File: src/rtl/sfr_pkg.sv
// Shared definitions for the special function register file.
//   - SFR address map (SREG, SPL, SPH, five general registers)
//   - address width
//   - SREG bit positions, for the ALU and anything decoding flags
package sfr_pkg;

    localparam int SFR_ADDR_W = 3;

    localparam logic [SFR_ADDR_W-1:0] SFR_SREG = 3'd0;
    localparam logic [SFR_ADDR_W-1:0] SFR_SPL  = 3'd1;
    localparam logic [SFR_ADDR_W-1:0] SFR_SPH  = 3'd2;
    localparam logic [SFR_ADDR_W-1:0] SFR_GEN0 = 3'd3;
    localparam logic [SFR_ADDR_W-1:0] SFR_GEN1 = 3'd4;
    localparam logic [SFR_ADDR_W-1:0] SFR_GEN2 = 3'd5;
    localparam logic [SFR_ADDR_W-1:0] SFR_GEN3 = 3'd6;
    localparam logic [SFR_ADDR_W-1:0] SFR_GEN4 = 3'd7;

    localparam int SFR_NUM_GEN = 5;

    // SREG bit indices
    localparam int SREG_C = 0;
    localparam int SREG_Z = 1;
    localparam int SREG_N = 2;
    localparam int SREG_V = 3;
    localparam int SREG_S = 4;
    localparam int SREG_H = 5;
    localparam int SREG_T = 6;
    localparam int SREG_I = 7;

endpackage

File: src/rtl/sfr_if.sv
// Bus between the memory stage / ALU and the SFR file.
//   master: drives writes, reads, flag updates and SP steps
//   slave : the register file, returns read data, SREG, SP and wrap pulse
interface sfr_if;
    import sfr_pkg::*;

    logic                  wr_en;
    logic [SFR_ADDR_W-1:0] wr_addr;
    logic [7:0]            wr_data;
    logic [SFR_ADDR_W-1:0] rd_addr;
    logic [7:0]            rd_data;
    logic                  flag_we;
    logic [7:0]            flag_mask;
    logic [7:0]            flag_in;
    logic                  sp_inc;
    logic                  sp_dec;
    logic [7:0]            sreg_out;
    logic [15:0]           sp_out;
    logic                  sp_wrap;

    modport master (
        output wr_en, wr_addr, wr_data, rd_addr, flag_we, flag_mask, flag_in,
               sp_inc, sp_dec,
        input  rd_data, sreg_out, sp_out, sp_wrap
    );

    modport slave (
        input  wr_en, wr_addr, wr_data, rd_addr, flag_we, flag_mask, flag_in,
               sp_inc, sp_dec,
        output rd_data, sreg_out, sp_out, sp_wrap
    );

endinterface

File: src/rtl/sfr_sp_unit.sv
// 16-bit stack pointer with byte loads, push/pop stepping and wrap detect.
//   clock, reset     : clock and synchronous active-high reset
//   load_lo, load_hi : load SPL / SPH from load_data (take priority over steps)
//   inc, dec         : pop / push step; both together means hold
//   sp               : current stack pointer
//   wrap             : registered pulse, high the cycle after a step wrapped
module sfr_sp_unit #(
    parameter logic [15:0] SP_RESET = 16'hFFFF
) (
    input  logic        clock,
    input  logic        reset,
    input  logic        load_lo,
    input  logic        load_hi,
    input  logic [7:0]  load_data,
    input  logic        inc,
    input  logic        dec,
    output logic [15:0] sp,
    output logic        wrap
);

    logic [15:0] sp_reg, sp_next;
    logic        wrap_reg, wrap_next;

    always_comb begin
        sp_next   = sp_reg;
        wrap_next = 1'b0;
        if (load_lo || load_hi) begin
            // explicit byte write suppresses any step this cycle
            if (load_lo) sp_next[7:0]  = load_data;
            if (load_hi) sp_next[15:8] = load_data;
        end else if (inc && !dec) begin
            sp_next   = sp_reg + 16'd1;
            wrap_next = (sp_reg == 16'hFFFF);
        end else if (dec && !inc) begin
            sp_next   = sp_reg - 16'd1;
            wrap_next = (sp_reg == 16'h0000);
        end
    end

    always_ff @(posedge clock) begin
        if (reset) begin
            sp_reg   <= SP_RESET;
            wrap_reg <= 1'b0;
        end else begin
            sp_reg   <= sp_next;
            wrap_reg <= wrap_next;
        end
    end

    assign sp   = sp_reg;
    assign wrap = wrap_reg;

endmodule

File: src/rtl/sfr_file.sv
// Special function register file in the memory stage.
// Holds SREG, the stack pointer (SPH:SPL) and five general SFRs.
//   clock, reset : clock and synchronous active-high reset
//   bus (slave)  : byte writes, registered reads (1-cycle latency, no
//                  write-through), masked flag updates, SP push/pop,
//                  continuous SREG/SP outputs and the SP wrap pulse
module sfr_file
    import sfr_pkg::*;
#(
    parameter logic [15:0] SP_RESET   = 16'hFFFF,
    parameter logic [7:0]  SREG_RESET = 8'h00,
    parameter logic [7:0]  GEN_RESET  = 8'h00
) (
    input  logic  clock,
    input  logic  reset,
    sfr_if.slave  bus
);

    logic [7:0]                  sreg_reg, sreg_next;
    logic [7:0]                  rd_data_reg, rd_data_next;
    logic [SFR_NUM_GEN-1:0][7:0] gen_q;
    logic [15:0]                 sp;
    logic                        sp_wrap;

    // SREG: explicit write beats the ALU flag update entirely
    always_comb begin
        sreg_next = sreg_reg;
        if (bus.wr_en && bus.wr_addr == SFR_SREG) begin
            sreg_next = bus.wr_data;
        end else if (bus.flag_we) begin
            sreg_next = (sreg_reg & ~bus.flag_mask) | (bus.flag_in & bus.flag_mask);
        end
    end

    always_ff @(posedge clock) begin
        if (reset) begin
            sreg_reg <= SREG_RESET;
        end else begin
            sreg_reg <= sreg_next;
        end
    end

    sfr_sp_unit #(
        .SP_RESET (SP_RESET)
    ) u_sp (
        .clock     (clock),
        .reset     (reset),
        .load_lo   (bus.wr_en && bus.wr_addr == SFR_SPL),
        .load_hi   (bus.wr_en && bus.wr_addr == SFR_SPH),
        .load_data (bus.wr_data),
        .inc       (bus.sp_inc),
        .dec       (bus.sp_dec),
        .sp        (sp),
        .wrap      (sp_wrap)
    );

    // general registers live at SFR_GEN0 .. SFR_GEN0+4
    generate
        for (genvar gi = 0; gi < SFR_NUM_GEN; gi++) begin : g_gen
            localparam logic [SFR_ADDR_W-1:0] ADDR = SFR_ADDR_W'(int'(SFR_GEN0) + gi);
            logic [7:0] q_reg;

            always_ff @(posedge clock) begin
                if (reset) begin
                    q_reg <= GEN_RESET;
                end else if (bus.wr_en && bus.wr_addr == ADDR) begin
                    q_reg <= bus.wr_data;
                end
            end

            assign gen_q[gi] = q_reg;
        end
    endgenerate

    // read mux sees pre-edge state, so a same-cycle write is not bypassed
    always_comb begin
        rd_data_next = 8'h00;
        case (bus.rd_addr)
            SFR_SREG: rd_data_next = sreg_reg;
            SFR_SPL:  rd_data_next = sp[7:0];
            SFR_SPH:  rd_data_next = sp[15:8];
            SFR_GEN0: rd_data_next = gen_q[0];
            SFR_GEN1: rd_data_next = gen_q[1];
            SFR_GEN2: rd_data_next = gen_q[2];
            SFR_GEN3: rd_data_next = gen_q[3];
            SFR_GEN4: rd_data_next = gen_q[4];
            default:  rd_data_next = 8'h00;
        endcase
    end

    always_ff @(posedge clock) begin
        if (reset) begin
            rd_data_reg <= 8'h00;
        end else begin
            rd_data_reg <= rd_data_next;
        end
    end

    assign bus.rd_data  = rd_data_reg;
    assign bus.sreg_out = sreg_reg;
    assign bus.sp_out   = sp;
    assign bus.sp_wrap  = sp_wrap;

endmodule

File: src/flat_wrapper.sv
// flat-port wrapper written by rule: the top's interface ports become plain ports
module sfr_file_flat import sfr_pkg::*;
#(
    parameter logic [15:0] SP_RESET   = 16'hFFFF,
    parameter logic [7:0]  SREG_RESET = 8'h00,
    parameter logic [7:0]  GEN_RESET  = 8'h00
)
  (clock, reset, bus_wr_en, bus_wr_addr, bus_wr_data, bus_rd_addr, bus_flag_we, bus_flag_mask, bus_flag_in, bus_sp_inc, bus_sp_dec, bus_rd_data, bus_sreg_out, bus_sp_out, bus_sp_wrap);
  sfr_if bus_i ();
  input  logic clock;
  input  logic reset;
  input wire logic [$bits(bus_i.wr_en)-1:0] bus_wr_en;
  input wire logic [$bits(bus_i.wr_addr)-1:0] bus_wr_addr;
  input wire logic [$bits(bus_i.wr_data)-1:0] bus_wr_data;
  input wire logic [$bits(bus_i.rd_addr)-1:0] bus_rd_addr;
  input wire logic [$bits(bus_i.flag_we)-1:0] bus_flag_we;
  input wire logic [$bits(bus_i.flag_mask)-1:0] bus_flag_mask;
  input wire logic [$bits(bus_i.flag_in)-1:0] bus_flag_in;
  input wire logic [$bits(bus_i.sp_inc)-1:0] bus_sp_inc;
  input wire logic [$bits(bus_i.sp_dec)-1:0] bus_sp_dec;
  output wire logic [$bits(bus_i.rd_data)-1:0] bus_rd_data;
  output wire logic [$bits(bus_i.sreg_out)-1:0] bus_sreg_out;
  output wire logic [$bits(bus_i.sp_out)-1:0] bus_sp_out;
  output wire logic [$bits(bus_i.sp_wrap)-1:0] bus_sp_wrap;
  assign bus_i.wr_en = bus_wr_en;
  assign bus_i.wr_addr = bus_wr_addr;
  assign bus_i.wr_data = bus_wr_data;
  assign bus_i.rd_addr = bus_rd_addr;
  assign bus_i.flag_we = bus_flag_we;
  assign bus_i.flag_mask = bus_flag_mask;
  assign bus_i.flag_in = bus_flag_in;
  assign bus_i.sp_inc = bus_sp_inc;
  assign bus_i.sp_dec = bus_sp_dec;
  assign bus_rd_data = bus_i.rd_data;
  assign bus_sreg_out = bus_i.sreg_out;
  assign bus_sp_out = bus_i.sp_out;
  assign bus_sp_wrap = bus_i.sp_wrap;
  sfr_file #(.SP_RESET(SP_RESET), .SREG_RESET(SREG_RESET), .GEN_RESET(GEN_RESET)) u_core (.clock(clock), .reset(reset), .bus(bus_i));
endmodule
File: config.mk
export PLATFORM = sky130hd
export DESIGN_NAME = sfr_file_flat
export DESIGN_NICKNAME = d
export VERILOG_FILES = /design/src/rtl/sfr_pkg.sv /design/src/rtl/sfr_if.sv /design/src/rtl/sfr_sp_unit.sv /design/src/rtl/sfr_file.sv /design/src/flat_wrapper.sv
export SDC_FILE = /design/constraint.sdc
export NUM_CORES = 1
export LEC_CHECK = 0
export CORE_ASPECT_RATIO = 1.25
export CORE_MARGIN = 4
export CORE_UTILIZATION = 54
export CTS_BUF_LIST = sky130_fd_sc_hd__clkbuf_16
export DETAILED_ROUTE_END_ITERATION = 8
export PLACE_DENSITY = 0.8
export SYNTH_ARGS = -nofsm -noshare
export SYNTH_HDL_FRONTEND = slang
export SYNTH_HIERARCHICAL = 1
export SYNTH_SLANG_ARGS = --single-unit
File: constraint.sdc
create_clock -name clock -period 2.98 [get_ports clock]
set_clock_uncertainty 0.2 [all_clocks]
set_input_delay 0.298 -clock clock [delete_from_list [all_inputs] [get_ports clock]]
set_output_delay 0.298 -clock clock [all_outputs]
set_load 0.005 [all_outputs]
; Word-level counts from Yosys, hierarchy flattened
; Cells that the tools add are included.
[word_totals]
latchBits = 0
register_bits = 73
ram_bits = 0
romBits = 0
out_inout_bits = 33
word_cells = 64
n_memories = 0
inputBits = 36
[op_classes]
n_addsub = 2
bitwise_logic = 4
magnitude_cmp = 0
reduce_logical = 21
n_mux = 10
eq_ne = 17
div = 0
n_mul = 0
shift = 0
[ops]
columns = cell, n
row1 = 8-bit case mux with 8 select lines, 1
row2 = 16-bit two-way mux, 3
row3 = 8-bit two-way mux, 4
row4 = "3-bit equality test, second input constant", 8
row5 = "16-bit by 1-bit adder with 16-bit output, second input constant", 1
row6 = 8-bit AND, 2
row7 = "16-bit equality test, second input constant", 1
row8 = 16-bit zero test, 1
row9 = "16-bit by 1-bit subtractor with 16-bit output, second input constant", 1
row10 = "3-bit by 2-bit equality test with 1-bit output, second input constant", 4
row11 = 1-bit logical AND, 10
row12 = 8-bit NOT, 1
row13 = 8-bit OR, 1
row14 = "3-bit by 1-bit equality test with 1-bit output, second input constant", 2
row15 = 3-bit zero test, 2
row16 = "2-bit inequality test, second input constant", 2
row17 = 2-bit AND reduction, 2
row18 = 3-bit nonzero test, 1
row19 = 1-bit zero test, 2
row20 = 1-bit two-way mux, 2
row21 = 2-bit nonzero test, 1
row22 = 2-bit OR reduction, 1
row23 = 1-bit logical OR, 1

; Logic depth before layout (Yosys ltp)
[depth]
ltp_word = 5
ltp_mapped = 9
depth_no_buf = 9

; Hierarchy
; The synthesis kept the hierarchy.
[by_module_without_submodules]
columns = mod, cells_per_inst, seq_area_each_um2, instances, area_each_um2
row1 = sfr_file, 334, 1121.1, 1, 2601.2
row2 = sfr_sp_unit, 223, 340.3, 1, 1685.4

; Worst setup path after synthesis
; No wires, ideal clock.
[synth_path]
kind = input -> register
from = input port bus_sp_inc
to = register u_core.u_sp.sp_reg[15], in the netlist u_core/u_sp/sp[15]
cell_stages = 8
t_required_ps = 2666
setup_slack_ps = 178
arrival_ps = 2487
path_buffers = 0
setup_time_ps = 114
path_cell_list = or2b_2 > ha_1 > o211ai_1 > o211ai_2 > a41o_1 > a2111o_1 > a31oi_1 > a21bo_1
[synth_via]
elab_chain_len = 4
elab_cells_between_ends = 7
classes_between = mux: 2 / reduce/logical: 5
[synth_rtl]
columns = element, line
row1 = "start, declared", flat_wrapper.sv:19  ; input wire logic [$bits(bus_i.sp_inc)-1:0] bus_sp_inc;
row2 = 1-bit zero test, sfr_sp_unit.sv:34  ; end else if (dec && !inc) begin
row3 = 1-bit logical AND, sfr_sp_unit.sv:34
row4 = 3-bit nonzero test (no source line), n/a
row5 = 2-bit AND reduction (no source line), n/a
row6 = "end signal, assigned", sfr_sp_unit.sv:45  ; sp_reg <= sp_next;
row7 = "end, declared", sfr_sp_unit.sv:21  ; logic [15:0] sp_reg, sp_next;
; Several ways; a longest one is shown, not always the timed one.
; A chain may end at the register's enable or synchronous reset.

; Worst setup path after layout
; Same ends and word-level chain as after synthesis.

==> impl_metrics.toml <==
[run_status]
status = "completed"

[logic_synthesis]
synth_top_area_share_pct = 34.1
ys_ff_latch = 73
ys_types = 59
synth_flop_cell = "dfxtp_1"
seq_area_frac_synth_pct = 34.1
synthCells = 557
syn_area_um2 = 4290
async_flop_share_pct = 0
synth_edf_count = 0
ys_top_cells_by_area = "dfxtp_1, nand2_1, mux2i_1"
avgSynthCellArea_um2 = 7.70
yosysTopAreaCell = "dfxtp_1"
yosys_warnings = 6
synth_nets = 610

[grt]
overflow = 0
grt_pass1_vias = 4461
antenna_found_initial = 0
grt_pass1_wl_um = 21600
grt.total_usage_pct = 29.4
grt_start_max_net_pins = 45

[worst_setup_path]
endpoint_kind = "flip-flop"
reg2reg_depth = 7
cp_max_fo = 7
crit_arrival_ns = 2.89
start_kind = "input port"
cp-startpoint = "bus_sp_inc"
ff2ff_setup_slack_ns = 0.41
cp.required_ns = 3.01
crit_type = "in2reg"
reg2reg_to = "u_core/u_sp/sp[15]"
r2r-start = "u_core/u_sp/sp[4]"

[finish]
final_cell_mix = "nand2_1, dfxtp_1, clkdlybuf4s50_1"
drive_gt1_share_pct = 11.5
final_common_cell = "nand2_1"
final_cells = 749
fillCellCount = 644
final_util_pct = 71.6
fin_area_um2 = 5540
syn2layout_area_growth_pct = 29.3
layout.nets = 702
n_antenna_cell = 0

[die]
core_um2 = 7750
fp.dieW_um = 87.7
fp.dieH_um = 108
die-area_um2 = 9440
ios = 69
row_count = 36
initial_utilization_pct = 55.3

[route]
drt_iter0_markers = 343
wl_um = 13600
route.detailed.wl_per_inst_um = 18.1
dr.pass1.iters = 6
viasPerCell = 6.11
vias = 4574
postRouteAntennaNets = 0
route.detailed.drc = 0

[sta]
max_slew_margin_pct = 58.4
hold_violations = 0
setup_viol = 0
finalCriticalPeriod_ns = 2.87
slew_violations = 0
fmax_mhz = 349
period_share_pct = 96.2
worstMarginPinSlew_ns = 0.624

[worst_hold_path]
hp-class = "in2reg"
hp-start = "reset"
holdPathEnd = "u_core/g_gen[4].q_reg[6]"
hold_path_depth = 2

[clocking]
root_buffer = "clkbuf_16"
post_cts_buffers = 0
cts_buffers = 9
cts_buffer_depth = 2
clkTransAtPathRegs_ns = 0.06
cts.sinks = 73
ctsHtreeMaxLevel = 3
cts_tree = "built"
clkLatencyLatePin_ns = 0.33

[power_and_ir_drop]
leakage_nw = 2.23
peakVddDrop_mv = 0.406
power.density_nw_per_um2 = 569

[placed_design]
port_buffers = 68
dp_hpwl_um = 9740
placed_area_um2 = 5240
place_inst = 733
place.gp.congestion = 0.923

[run]
max_cap_violations = 0
## cell type report
type                            instances  area, um2  share of cell area [%]
Multi-Input combinational cell        441       2630                    47.4
Sequential cell                        73       1460                    26.4
Timing Repair Buffer                  111        998                    18.0
Clock buffer                            9        225                    4.06
Tap cell                               95        119                    2.14
Clock inverter                          7       61.3                    1.11
Inverter                               13       48.8                   0.880
## worst max-delay path, stage by stage
cell and delay, ns:
clkdlybuf4s50_1 0.48, or2b_4 0.31, ha_1 0.31, a211oi_2 0.28, o211ai_2 0.13, a41o_1 0.29, a2111o_1 0.43, a31oi_1 0.15
a21bo_1 0.21
## cell usage after synthesis, types with 4 or more instances
library cell	number
dfxtp_1	73
nor3_1	16
a311oi_1	5
nand4_1	7
a21oi_1	57
o21ai_0	11
a211oi_1	4
inv_1	13
ha_1	16
o211ai_1	7
a31oi_1	5
a21o_1	5
nor2_1	58
and3_1	7
nor2b_1	7
nand2b_1	5
nand3_1	11
mux2i_1	29
or2_2	5
clkbuf_1	20
nand2_1	123
a2111oi_0	4
a221oi_1	7
o22ai_1	6
xnor2_1	6
## worst max-delay path by stage
stage	to	slack [ns]	depth (start not counted)
5_1_grt	u_core/u_sp/sp[15]	-0.009	10
2_1_floorplan	u_core/u_sp/sp[15]	0.18	8
3_3_place_gp	u_core/u_sp/sp[15]	-0.23	10
4_1_cts	u_core/u_sp/sp[15]	0.01	10
3_5_place_dp	u_core/u_sp/sp[15]	-0.34	10
6_report	u_core/u_sp/sp[15]	0.11	9
## report_power, final
part	internal [W]	total [W]	leakage, nW	switching [W]
Clock	0.000637	0.00104	0.134	0.000400
Sequential	0.00104	0.00114	0.597	0.0000989
Combinational	0.000490	0.000972	1.49	0.000482
## per-stage QoR
step | TNS (ns) | setup slack, ns | total power (W) | hold WS [ns]
global route | -0.00904 | -0.00904 | 0.00330 | 0.232
floorplan | 0 | 0.178 | 0.00165 | 0.226
finish | 0 | 0.112 | 0.00315 | 0.224
CTS | 0 | 0.0135 | 0.00313 | 0.213
global placement | -0.657 | -0.232 | 0.00208 | 0.242
detailed placement | -1.24 | -0.337 | 0.00210 | 0.246
## per-layer routing
metal / global-route usage, % / vias to the layer above / share of wire, % / wire length (um)
met5: 0 / - / 0 / 0
met4: 15.9 / 0 / 4.2 / 572
met3: 4.67 / 58 / 7.4 / 1010
met2: 50.4 / 230 / 50 / 6810
met1: 34.5 / 2130 / 38 / 5180
li1: - / 2156 / - / -
## logic make-up (layout without fill, tap and decap cells)
family | count (synthesis) | after routing | synth area share (%)
adders and majority gates | 17 | 17 | 5.14
buffers and inverters | 43 | 140 | 4.93
AOI/OAI and AO/OA | 131 | 131 | 20.3
muxes | 30 | 30 | 7.30
and+or+nand+nor | 254 | 254 | 26.4
xor gates and xnor gates | 9 | 9 | 1.84
DFF | 73 | 73 | 34.1
## what timing repair did
action / 4_1_cts / 5_1_grt
endpoints found under the setup margin: 0 / 2
hold endpoints to repair: 0 / 0
gates resized for setup: 0 / 5
hold buffers: 0 / 0
Power figures use the tool's default switching activity.
